--- src/rtl/ula_param_seq.sv ---
// ula_param_seq: sequential ALU ("ULA") with a valid/ready input handshake,
// an iterative restoring divider, a post-ALU shifter and a held output register.
//
// Optional feature: define ULA_REMAINDER_EN to add output r (remainder of div;
// r = a on divide-by-zero, 0 for every other opcode).
//
// Ports:
//   clk, rst_n          clock (rising edge), asynchronous active-low reset
//   in_valid/in_ready   input handshake; in_ready is high only in IDLE
//   crtl_ula [2:0]      opcode: add, sub, mul, div, and, or, not a, pass b
//   crtl_des [1:0]      shift mode: bypass, shl, lsr, rotl
//   des_amt  [SHW-1:0]  shift amount
//   a, b     [WIDTH-1:0] operands
//   c        [WIDTH-1:0] registered result
//   out_valid/out_ready output handshake; c and flags hold while out_ready=0
//   flag_z, flag_c, flag_v, flag_dz  zero, carry/borrow/mul-high, overflow, div-by-zero
module ula_param_seq #(
  parameter int WIDTH = 8,
  parameter int SHW   = $clog2(WIDTH)
) (
  input  logic             clk,
  input  logic             rst_n,
  input  logic             in_valid,
  output logic             in_ready,
  input  logic [2:0]       crtl_ula,
  input  logic [1:0]       crtl_des,
  input  logic [SHW-1:0]   des_amt,
  input  logic [WIDTH-1:0] a,
  input  logic [WIDTH-1:0] b,
  output logic [WIDTH-1:0] c,
  output logic             out_valid,
  input  logic             out_ready,
  output logic             flag_z,
  output logic             flag_c,
  output logic             flag_v,
  output logic             flag_dz
`ifdef ULA_REMAINDER_EN
  ,
  output logic [WIDTH-1:0] r
`endif
);

  localparam int CW = (WIDTH > 1) ? $clog2(WIDTH) : 1;

  typedef enum logic [1:0] {IDLE, EXEC, DIV, HOLD} state_e;
  typedef enum logic [2:0] {
    OP_ADD = 3'b000, OP_SUB = 3'b001, OP_MUL = 3'b010, OP_DIV  = 3'b011,
    OP_AND = 3'b100, OP_OR  = 3'b101, OP_NOTA = 3'b110, OP_PASSB = 3'b111
  } op_e;
  typedef enum logic [1:0] {SH_NONE, SH_LEFT, SH_RIGHT, SH_ROTL} shift_e;

  state_e state, state_next;

  // Captured operation
  op_e              op_q;
  shift_e           mode_q;
  logic [SHW-1:0]   amt_q;
  logic [WIDTH-1:0] a_q, b_q;

  // EXEC is two cycles: phase 0 registers the ALU stage, phase 1 shifts and
  // loads c. The divider joins at phase 1 with its quotient in res_q.
  logic             phase;
  logic [CW-1:0]    count;
  logic [WIDTH-1:0] div_q, div_r;
  logic [WIDTH-1:0] res_q;
  logic             fc_q, fv_q, dz_q;
`ifdef ULA_REMAINDER_EN
  logic [WIDTH-1:0] rem_q;
`endif

  // ALU stage
  logic [WIDTH:0]     sum, diff;
  logic [2*WIDTH-1:0] prod;
  logic [WIDTH-1:0]   alu_res;
  logic               alu_c, alu_v, alu_dz;

  assign sum  = {1'b0, a_q} + {1'b0, b_q};
  assign diff = {1'b0, a_q} - {1'b0, b_q};
  assign prod = {{WIDTH{1'b0}}, a_q} * {{WIDTH{1'b0}}, b_q};

  // NOTE: every always_comb output gets a default first so no path leaves it
  // unassigned, which would infer a latch.
  always_comb begin
    alu_res = '0;
    alu_c   = 1'b0;
    alu_v   = 1'b0;
    alu_dz  = 1'b0;
    case (op_q)
      OP_ADD: begin
        alu_res = sum[WIDTH-1:0];
        alu_c   = sum[WIDTH];
        alu_v   = (a_q[WIDTH-1] == b_q[WIDTH-1]) && (sum[WIDTH-1] != a_q[WIDTH-1]);
      end
      OP_SUB: begin
        alu_res = diff[WIDTH-1:0];
        alu_c   = diff[WIDTH];
        alu_v   = (a_q[WIDTH-1] != b_q[WIDTH-1]) && (diff[WIDTH-1] != a_q[WIDTH-1]);
      end
      OP_MUL: begin
        alu_res = prod[WIDTH-1:0];
        alu_c   = |prod[2*WIDTH-1:WIDTH];
      end
      // Only the b == 0 case reaches EXEC for div; real division runs in DIV.
      OP_DIV: begin
        alu_res = '1;
        alu_dz  = 1'b1;
      end
      OP_AND:   alu_res = a_q & b_q;
      OP_OR:    alu_res = a_q | b_q;
      OP_NOTA:  alu_res = ~a_q;
      OP_PASSB: alu_res = b_q;
      default:  alu_res = '0;
    endcase
  end

  // Restoring divider step: shift in next dividend bit, subtract if it fits.
  logic [WIDTH:0]   div_shift, div_trial;
  logic             div_ge;
  logic [WIDTH-1:0] div_r_next, div_q_next;

  assign div_shift  = {div_r, div_q[WIDTH-1]};
  assign div_trial  = div_shift - {1'b0, b_q};
  assign div_ge     = ~div_trial[WIDTH];
  assign div_r_next = div_ge ? div_trial[WIDTH-1:0] : div_shift[WIDTH-1:0];
  assign div_q_next = {div_q[WIDTH-2:0], div_ge};

  // Shifter on the registered ALU stage; rotation amount wraps modulo WIDTH.
  logic [31:0]        amt_mod;
  logic [2*WIDTH-1:0] rot;
  logic [WIDTH-1:0]   shifted;

  assign amt_mod = 32'(amt_q) % WIDTH;
  assign rot     = {res_q, res_q} << amt_mod;

  always_comb begin
    shifted = res_q;
    case (mode_q)
      SH_LEFT:  shifted = res_q << amt_q;
      SH_RIGHT: shifted = res_q >> amt_q;
      SH_ROTL:  shifted = rot[2*WIDTH-1:WIDTH];
      default:  shifted = res_q;
    endcase
  end

  // FSM state register
  // NOTE: sequential state uses non-blocking assignments so every register
  // samples pre-edge values regardless of statement order.
  always_ff @(posedge clk or negedge rst_n) begin
    if (!rst_n) state <= IDLE;
    else        state <= state_next;
  end

  // FSM next state and handshake output
  always_comb begin
    state_next = state;
    in_ready   = 1'b0;
    case (state)
      IDLE: begin
        in_ready = 1'b1;
        if (in_valid) begin
          if ((op_e'(crtl_ula) == OP_DIV) && (b != '0)) state_next = DIV;
          else                                          state_next = EXEC;
        end
      end
      EXEC: if (phase)                      state_next = HOLD;
      DIV:  if (count == CW'(WIDTH - 1))    state_next = EXEC;
      HOLD: if (out_ready)                  state_next = IDLE;
      default:                              state_next = IDLE;
    endcase
  end

  // Datapath
  // NOTE: the divider working registers are reset along with the outputs so an
  // aborted division can never leave a partial result behind.
  always_ff @(posedge clk or negedge rst_n) begin
    if (!rst_n) begin
      op_q      <= OP_ADD;
      mode_q    <= SH_NONE;
      amt_q     <= '0;
      a_q       <= '0;
      b_q       <= '0;
      phase     <= 1'b0;
      count     <= '0;
      div_q     <= '0;
      div_r     <= '0;
      res_q     <= '0;
      fc_q      <= 1'b0;
      fv_q      <= 1'b0;
      dz_q      <= 1'b0;
      c         <= '0;
      out_valid <= 1'b0;
      flag_z    <= 1'b0;
      flag_c    <= 1'b0;
      flag_v    <= 1'b0;
      flag_dz   <= 1'b0;
`ifdef ULA_REMAINDER_EN
      rem_q     <= '0;
      r         <= '0;
`endif
    end else begin
      case (state)
        IDLE: if (in_valid) begin
          op_q   <= op_e'(crtl_ula);
          mode_q <= shift_e'(crtl_des);
          amt_q  <= des_amt;
          a_q    <= a;
          b_q    <= b;
          phase  <= 1'b0;
          count  <= '0;
          div_q  <= a;
          div_r  <= '0;
        end
        EXEC: begin
          if (!phase) begin
            res_q <= alu_res;
            fc_q  <= alu_c;
            fv_q  <= alu_v;
            dz_q  <= alu_dz;
            phase <= 1'b1;
`ifdef ULA_REMAINDER_EN
            rem_q <= (op_q == OP_DIV) ? a_q : '0;
`endif
          end else begin
            c         <= shifted;
            flag_z    <= (shifted == '0);
            flag_c    <= fc_q;
            flag_v    <= fv_q;
            flag_dz   <= dz_q;
            out_valid <= 1'b1;
`ifdef ULA_REMAINDER_EN
            r         <= rem_q;
`endif
          end
        end
        DIV: begin
          div_q <= div_q_next;
          div_r <= div_r_next;
          count <= count + 1'b1;
          if (count == CW'(WIDTH - 1)) begin
            res_q <= div_q_next;
            fc_q  <= 1'b0;
            fv_q  <= 1'b0;
            dz_q  <= 1'b0;
            phase <= 1'b1;
`ifdef ULA_REMAINDER_EN
            rem_q <= div_r_next;
`endif
          end
        end
        HOLD: if (out_ready) out_valid <= 1'b0;
        default: ;
      endcase
    end
  end

endmodule
--- config.mk ---
export PLATFORM = sky130hd
export DESIGN_NAME = ula_param_seq
export DESIGN_NICKNAME = d
export VERILOG_FILES = /design/src/rtl/ula_param_seq.sv
export SDC_FILE = /design/constraint.sdc
export NUM_CORES = 1
export LEC_CHECK = 0
export ABC_AREA = 1
export CAP_MARGIN = 20
export CORE_UTILIZATION = 55
export DETAILED_ROUTE_END_ITERATION = 16
export GPL_ROUTABILITY_DRIVEN = 0
export HOLD_SLACK_MARGIN = 0.02
export PLACE_DENSITY_LB_ADDON = 0.2
export SYNTH_ARGS = -nofsm -noshare
export SYNTH_HDL_FRONTEND = slang
export SYNTH_SLANG_ARGS = --single-unit
--- constraint.sdc ---
create_clock -name clk -period 4.38 [get_ports clk]
set_input_delay 0.876 -clock clk [delete_from_list [all_inputs] [get_ports clk]]
set_output_delay 0.876 -clock clk [all_outputs]
set_load 0.02 [all_outputs]
==> metrics.txt, run 1 <==
outcome complete, no violations; Setup CP Type reg2reg; Yosys reg bits 70; max-slew violation count 0; Fin. Hold Viols 0; synth-to-layout area growth 16.43%; Core ar. approximately 0.013 mm^2; post-route minimum period approximately 4.2 ns; Avg Vias per Cell approximately 5.4; yosys warns 0; max incr delay on CP between 0.5 and 0.6 ns; Clk Latency, worst-skew pair between 0.3 and 0.4 ns; CTS tree built; Reg clk slew, reported paths around 0.060 ns; CP Capture Type flop; Setup Viol. Count Final 0; IO Count 42; clock buffer depth 2; Final Core Density 66.42%; CTS H-tree depth 3; WL final between 15,000 and 20,000 um; CTS Buf Count 9; Port Buffers ~40; Yosys top cell area share between 20 and 25%; DP Wirelength between 15,000 and 20,000 um; Worst Clk Skew a little over 0.009 ns; die area 0.01432 mm^2; Syn Area/Cell ~6.8 um^2; cell mode on critical path nand2_1; Layout Cells excl Fill around 1,400; slowest stage cell, crit path fa_2; worst-path fanout max 8; R2R setup slack 0.21 ns; Final nets 1,312; Reg-to-Reg Start b_q[4]; Worst Path Required about 4.6 ns; startpoint types flop; Placed Cells ~1,300; CP delay by family, top adder cells; row count 42; first-pass GRT wire length about 33,000 um; Cells after Synth about 1,100; Post-synth top cells nand2_1 (301), inv_1 (211), nor2_1 (85), ha_1 (76), dfrtp_1 (70); Via Count approximately 7,300; worst-path cell chain ha_4 > fa_1 > inv_1 > fa_2 > fa_1 > fa_1 > inv_1 > ha_4 > nand2_2 > nand2_2 > nand2_1 > nand2_1 > nand2_1 > nand4_1 > nand2_1 > nor2_1 > nand3_1 > nand2_1 > nand2_1 > nand2_1 > nand2_1; antenna cells 0; Final period util a little over nine tenths; Die H around 120 um; most common cell in the netlist nand2_1; crit path launch b_q[4]; synth unique cells 48; Hold Path Class in2async; Final ANT Viol Nets 0; Critical Path Stages 21; Critical Path Sink fc_q; Synthesized Nets about 1,300; share of layout cells above drive strength 1 10.99%; slew margin rel. 38.82%; clock sinks 70; prevailing post-synth register cell dfrtp_1; Iter 0 DRT Violations 755; First-pass DRT Iterations 6; wire length per cell ~15 um; DRC 0; initial core utilization 57.05%; synth top area cells dfrtp_1 (23%), nand2_1 (15%), ha_1 (12%); max-cap check violation count 0; Mapped Area 0.007615 mm^2; top achievable clock speed 0.2395 GHz; GRT Util Overall 29.05%; Least-Margin Pin Slew between 0.9 and 1 ns; reg2reg end fc_q; Root Buffer clkbuf_16; Async S/R FF share, synth 100.0%; Critical path buffers and inverters 2; largest net degree at the start of global routing 48; Post-synth EDFFs 0; Congestion Overflow GR 0; die width roughly 120 um; Total Neg Setup Slack 0 ns; initial antenna violation count 0; register area share after synthesis about 23%; R2R depth 21; Arr. time, crit path roughly 4.4 ns; leading area contributor after synthesis dfrtp_1; vias in the first global route 6,878
## registers in the layout, summed over array words and instances (netlist names)
name	count
a_q	8
b_q	8
c	8
div_q	8
div_r	8
res_q	8
amt_q	3
count	3
op_q	3
mode_q	2
state	2
dz_q	1
fc_q	1
flag_c	1
flag_dz	1
flag_v	1
flag_z	1
fv_q	1
out_valid	1
phase	1
## logic make-up after synthesis
group	count (synthesis)	share of synthesized area (%)
AND/OR/NAND/NOR	477	26.11
AO/OA/AOI/OAI	181	13.21
adder cells (fa/ha/maj)	115	22.74
XOR/XNOR	14	1.610
buffers and inverters	260	13.18
multiplexers	1	0.1479
flip-flops	70	23.00
## placed cells by master, fill, tap and decap left out, types with 3 or more instances in the layout
master | Yosys | final
clkbuf_16 | 0 | 9
nor2_4 | 2 | 3
a21oi_2 | 1 | 5
nor2_1 | 85 | 79
nand3_1 | 48 | 46
o22ai_1 | 5 | 5
nand4_1 | 15 | 15
ha_1 | 76 | 65
o21ai_0 | 52 | 52
clkdlybuf4s50_1 | 0 | 40
a21oi_1 | 64 | 60
inv_1 | 211 | 207
nor3_1 | 7 | 7
xor2_1 | 11 | 11
ha_4 | 0 | 10
fa_1 | 39 | 38
o211ai_1 | 11 | 11
buf_4 | 2 | 33
o21ai_1 | 22 | 22
nor2_2 | 1 | 6
a21o_1 | 3 | 3
nand2_1 | 301 | 289
dfrtp_2 | 0 | 10
nand3b_1 | 4 | 4
dfrtp_1 | 70 | 60
a31oi_1 | 8 | 8
nand2_2 | 5 | 16
inv_2 | 13 | 17
## repair_timing
item / CTS / global route
resized for setup: 3 / 56
endpoints found under the setup margin: 1 / 3
buffers inserted: 0 / 12
hold buffers: 0 / 0
hold endpoints to repair: 0 / 0
pin swaps: 0 / 20
## layer usage
| metal | vias to the layer above | part of all wire, % | GRT usage [%] |
|---|---|---|---|
| met1 | 3382 | 45 | 41.07 |
| li1 | 3607 | - | - |
| met4 | 0 | 2.1 | 8.516 |
| met2 | 292 | 46 | 46.03 |
| met5 | - | 0 | 0 |
| met3 | 44 | 7.2 | 4.373 |
## through the flow
step           setup slack (ns)  area, um^2  hold slack (ns)
3_3_place_gp             0.1016        8247           0.4673
5_1_grt               -0.002763        8866           0.4065
3_5_place_dp           -0.01926        8247           0.4679
4_1_cts                 0.03628        8564           0.4033
6_report                 0.2053        8866           0.4013
2_1_floorplan            0.1776        7615           0.4422
## final cells by class
class                   instances  area (um^2)
flip-flops and latches         70         1764
clock inverters                 5        58.81
repair buffers                 75        658.1
inverters                     225        844.6
multi-input cells             788         5077
fillers                      1187         4482
well taps                     176        220.2
clock buffers                  11        242.7
## worst min-delay path by stage
| stage | from | endpoint | slack [ns] | cells past startpoint |
|---|---|---|---|---|
| 2_1_floorplan | fc_q | flag_c | 0.44 | 2 |
| 3_3_place_gp | flag_z | flag_z | 0.47 | 2 |
| 3_5_place_dp | flag_z | flag_z | 0.47 | 2 |
| 4_1_cts | rst_n | c[2] | 0.40 | 1 |
| 5_1_grt | rst_n | c[2] | 0.41 | 1 |
| 6_report | rst_n | c[2] | 0.40 | 1 |
Power of run 1 is not shown: default switching activity piles up to over one toggle a cycle in this logic, so the estimate is an artifact.
==> run 2, diff against run 1 <==
--- a/config.mk
+++ b/config.mk
@@ -7,6 +7,7 @@
 export LEC_CHECK = 0
 export ABC_AREA = 1
 export CAP_MARGIN = 20
+export CORE_ASPECT_RATIO = 1.2
 export CORE_UTILIZATION = 55
 export DETAILED_ROUTE_END_ITERATION = 16
 export GPL_ROUTABILITY_DRIVEN = 0
==> metrics.txt, run 2 (same netlist as run 1, synthesis figures left out) <==
outcome complete, no violations (unchanged); First-pass DRT Iterations 8 (was 6); Reg clk slew, reported paths 0.06 ns (about the same); Core ar. 0.01335 mm^2 (about the same); slowest stage cell, crit path fa_1 (was fa_2); DP Wirelength 16,060 um (was 15,640 um); startpoint types flop (unchanged); Final Core Density 66.00% (was 66.42%); Root Buffer clkbuf_16 (unchanged); Setup Viol. Count Final 0 (unchanged); Setup CP Type reg2reg (unchanged); fillers 1,200 (was 1,187); synth-to-layout area growth 15.74% (was 16.43%); wire length per cell 15.40 um (was 14.76 um); die width 109.4 um (was 119.7 um); met1 GRT Util 38.28% (was 41.07%); Fin. Hold Viols 0 (unchanged); Final ANT Viol Nets 0 (unchanged); Hold Path Class reg2reg (was in2async); Final nets 1,315 (was 1,312); top achievable clock speed 0.2366 GHz (was 0.2395 GHz); post-route minimum period 4.227 ns (was 4.175 ns); vias in the first global route 6,728 (was 6,878); Worst Path Required 4.61 ns (was 4.60 ns); slew margin rel. 35.15% (was 38.82%); CTS Buf Count 9 (unchanged); CTS H-tree depth 3 (unchanged); largest net degree at the start of global routing 71 (was 48); max incr delay on CP 0.56 ns (was 0.53 ns); Least-Margin Pin Slew 0.9663 ns (was 0.9116 ns); hold depth 2; first-pass GRT wire length 32,580 um (was 32,980 um); Iter 0 DRT Violations 648 (was 755); clock sinks 70 (unchanged); most common cell after layout, fill and taps aside nand2_1 (unchanged); most frequent cells in the layout nand2_1 (294), inv_1 (209), nor2_1 (79) (was nand2_1 (289), inv_1 (207), nor2_1 (79)); met3 Use GR 3.919% (was 4.373%); Avg Vias per Cell 5.466 (was 5.426); row count 46 (was 42); Via Count 7,352 (was 7,325); CP Capture Type flop (unchanged); Arr. time, crit path 4.46 ns (was 4.40 ns); DRC 0 (unchanged); hold_buf cts 0 (unchanged); Clk Latency, worst-skew pair 0.35 ns (was 0.34 ns); Die H 130.9 um (was 119.7 um); clock buffer depth 2 (unchanged); R2R depth 21 (unchanged); Worst Clk Skew 0.01024 ns (was 0.009352 ns); share of layout cells above drive strength 1 10.45% (was 10.99%); met2 usage 51.35% (was 46.03%); GRT busiest layer met2 (unchanged); IO Count 42 (unchanged); Final period util 96.51% (was 95.31%); max-cap check violation count 0 (unchanged); worst-path cell chain ha_2 > fa_1 > inv_1 > fa_1 > fa_1 > fa_1 > inv_1 > ha_2 > nand2_1 > nand2_1 > nand2_1 > nand2_1 > nand2_1 > nand4_1 > nand2_1 > nor2_2 > nand3_2 > nand2_1 > nand2_1 > nand2_1 > nand2_1 (was ha_4 > fa_1 > inv_1 > fa_2 > fa_1 > fa_1 > inv_1 > ha_4 > nand2_2 > nand2_2 > nand2_1 > nand2_1 > nand2_1 > nand4_1 > nand2_1 > nor2_1 > nand3_1 > nand2_1 > nand2_1 > nand2_1 > nand2_1); CTS tree built (unchanged); Congestion Overflow GR 0 (unchanged); worst-path fanout max 6 (was 8); area of the multi-input gates 0.005010 mm^2 (was 0.005077 mm^2); die area 0.01432 mm^2 (about the same); max-slew violation count 0 (unchanged); cell mode on critical path nand2_1 (unchanged); WL final 20,720 um (was 19,930 um); initial antenna violation count 0 (unchanged); Storage cell area 0.001764 mm^2 (unchanged); Port Buffers 41 (unchanged); initial core utilization 57.03% (was 57.05%); GRT Util Overall 29.99% (was 29.05%); antenna cells 0 (unchanged)
## run 2: changes by cell type in the layout (fill, tap and decap cells not counted), moves of 3 or more
cell,before,now
buf_4,33,36
ha_4,10,6
nand2_1,289,294
nand2_2,16,11
## run 2: path summary, 6_finish.rpt
kind | to | slack (ns) | from
min | flag_v | 0.48 | flag_v
max reg2reg | fc_q | 0.15 | a_q[4]
min reg2reg | flag_v | 0.48 | flag_v
max | fc_q | 0.15 | a_q[4]
min in group asynchronous | amt_q[2] | 0.73 | rst_n
max in group asynchronous | a_q[3] | 2.98 | rst_n
## run 2: layout make-up
| type | instances | area share (%) |
|---|---|---|
| clock buffer | 9 | 2.555 |
| clock inverter | 7 | 0.7240 |
| inverter | 225 | 9.583 |
| multi-input combinational | 788 | 56.84 |
| sequential | 70 | 20.02 |
| tap | 168 | 2.385 |
| timing repair buffer | 78 | 7.893 |
## run 2: critical path, delay by kind of cell (launching register included)
kind | cells | cell delay (ns)
adder cells (fa/ha/maj) | 6 | 2.62
buffers and inverters | 2 | 0.10
flip-flops | 1 | 0.44
AND/OR/NAND/NOR | 13 | 0.95
## run 2: metrics by stage
step                setup TNS [ns]  area (um^2)  setup slack (ns)  cells  hold slack (ns)
global route              -0.03160         8813          -0.03160   1345           0.5095
global placement                 0         8244            0.1002   1315           0.4645
detailed placement               0         8244           0.01082   1315           0.4682
CTS                              0         8534          0.004366   1331           0.4852
floorplan                        0         7615            0.1776   1118           0.4422
finish                           0         8813            0.1530   1345           0.4813
## run 2: repair_timing
action	CTS	global route
endpoints found under the setup margin	1	3
pin swaps	0	16
buffers inserted	0	14
gates resized for setup	1	42
## run 2: per-layer routing
layer	vias to the layer above	routed length [um]
met4	0	777
met5	-	0
met3	54	1203
met1	3429	8603
li1	3600	-
met2	269	10130
Power of run 2 is left out for the same reason.
==> run 3, diff against run 2 <==
--- a/config.mk
+++ b/config.mk
@@ -8,7 +8,7 @@
 export ABC_AREA = 1
 export CAP_MARGIN = 20
 export CORE_ASPECT_RATIO = 1.2
-export CORE_UTILIZATION = 55
+export CORE_UTILIZATION = 56
 export DETAILED_ROUTE_END_ITERATION = 16
 export GPL_ROUTABILITY_DRIVEN = 0
 export HOLD_SLACK_MARGIN = 0.02
==> metrics.txt, run 3 (same netlist as run 1, synthesis figures left out) <==
max-cap check violation count 0 (unchanged); IO Count 42 (unchanged); die width 108.5 um (was 109.4 um); synth-to-layout area growth 14.94% (was 15.74%); max-slew violation count 0 (unchanged); most frequent cells in the layout nand2_1 (295), inv_1 (209), nor2_1 (79) (was nand2_1 (294), inv_1 (209), nor2_1 (79)); post-route minimum period 4.245 ns (was 4.227 ns); Final Core Density 66.12% (was 66.00%); share of layout cells above drive strength 1 9.548% (was 10.45%); vias in the first global route 6,721 (was 6,728); Total Neg Setup Slack 0 ns (unchanged); most common cell after layout, fill and taps aside nand2_1 (unchanged); startpoint types flop (unchanged); Arr. time, crit path 4.50 ns (was 4.46 ns); Root Buffer clkbuf_16 (unchanged); die area 0.01407 mm^2 (was 0.01432 mm^2); row count 46 (unchanged); Worst Clk Skew 0.008697 ns (was 0.01024 ns); Final ANT Viol Nets 0 (unchanged); Reg clk slew, reported paths 0.07 ns (was 0.06 ns); Final nets 1,311 (was 1,315); antenna cells 0 (unchanged); slew margin rel. 33.61% (was 35.15%); top achievable clock speed 0.2356 GHz (was 0.2366 GHz); Setup CP Type reg2reg (unchanged); Setup Viol. Count Final 0 (unchanged); hold_buf cts 0 (unchanged); initial antenna violation count 0 (unchanged); clock buffer depth 2 (unchanged); Hold Path Class reg2reg (unchanged); largest net degree at the start of global routing 48 (was 71); Setup WS pre-CTS -0.01269 ns (was 0.01082 ns); DRC 0 (unchanged); Hold WS 0.4796 ns (was 0.4813 ns); outcome complete, no violations (unchanged); Fin. Hold Viols 0 (unchanged); Avg Vias per Cell 5.488 (was 5.466); Congestion Overflow GR 0 (unchanged); WL final 20,530 um (was 20,720 um); Clk Latency, worst-skew pair 0.35 ns (about the same); Via Count 7,360 (was 7,352); Worst Path Required 4.63 ns (was 4.61 ns); clock sinks 70 (unchanged); First-pass DRT Iterations 6 (was 8); GRT Util Overall 30.56% (was 29.99%); wire length per cell 15.31 um (was 15.40 um); setup slack after layout 0.1354 ns (was 0.1530 ns); Die H 129.7 um (was 130.9 um); CP Capture Type flop (unchanged); CTS tree built (unchanged); Least-Margin Pin Slew 0.9892 ns (was 0.9663 ns); CTS H-tree depth 3 (unchanged); Final period util 96.91% (was 96.51%); Iter 0 DRT Violations 740 (was 648); initial core utilization 57.52% (was 57.03%); Core ar. 0.01324 mm^2 (was 0.01335 mm^2); Port Buffers 41 (unchanged); worst-path fanout max 7 (was 6); CTS Buf Count 9 (unchanged); DP Wirelength 16,140 um (was 16,060 um); first-pass GRT wire length 33,020 um (was 32,580 um)
## run 3: cell count changes in the layout (fill, tap and decap cells not counted), sizes merged
cell,before,now
buf,38,34
## run 3: layout make-up
type / count / area [um^2]
multi-input cells: 788 / 4989
clock buffers: 9 / 225.2
flip-flops and latches: 70 / 1765
repair buffers: 74 / 656.9
clock inverters: 7 / 61.31
inverters: 225 / 844.6
well taps: 168 / 210.2
fillers: 1228 / 4486
## run 3: worst paths after layout
kind | depth (start not counted) | slack [ns] | endpoint | startpoint
max | 18 | 0.14 | res_q[6] | b_q[2]
min | 2 | 0.48 | c[5] | c[5]
max reg2reg | 18 | 0.14 | res_q[6] | b_q[2]
min reg2reg | 2 | 0.48 | c[5] | c[5]
max in group asynchronous | 2 | 2.94 | b_q[7] | rst_n
min in group asynchronous | 1 | 0.53 | amt_q[2] | rst_n
## run 3: routing by layer
layer  global-route usage (%)  part of all wire, %  wire length, um
met1                    39.46                   42             8634
met2                    51.60                   48             9863
met3                    3.646                  5.6             1145
met4                    13.20                  4.3              890
met5                        0                    0                0
## run 3: timing repair
item	CTS	global route
gates resized for setup	2	38
pin swaps	0	13
setup buffers	0	9
endpoints found under the setup margin	1	3
gates cloned	0	0
## run 3: critical path: stages (launching register included)
cell and delay (ns):
dfrtp_2 0.46, ha_1 0.23, inv_1 0.10, fa_1 0.41
inv_1 0.09, fa_1 0.40, ha_1 0.29, inv_1 0.06
fa_1 0.53, inv_1 0.04, ha_1 0.37, nand2_1 0.13
nand3_1 0.15, xnor2_1 0.15, nor2_1 0.24, nor2_1 0.11
nand2_1 0.11, nand3_1 0.10, a22oi_1 0.18
## run 3: through the flow
stage | instance area (um^2) | instances
after floorplan | 7615 | 1118
after CTS | 8542 | 1332
after global routing | 8752 | 1341
after global placement | 8252 | 1316
final | 8752 | 1341
after detailed placement | 8252 | 1316
Power of run 3 is left out for the same reason.
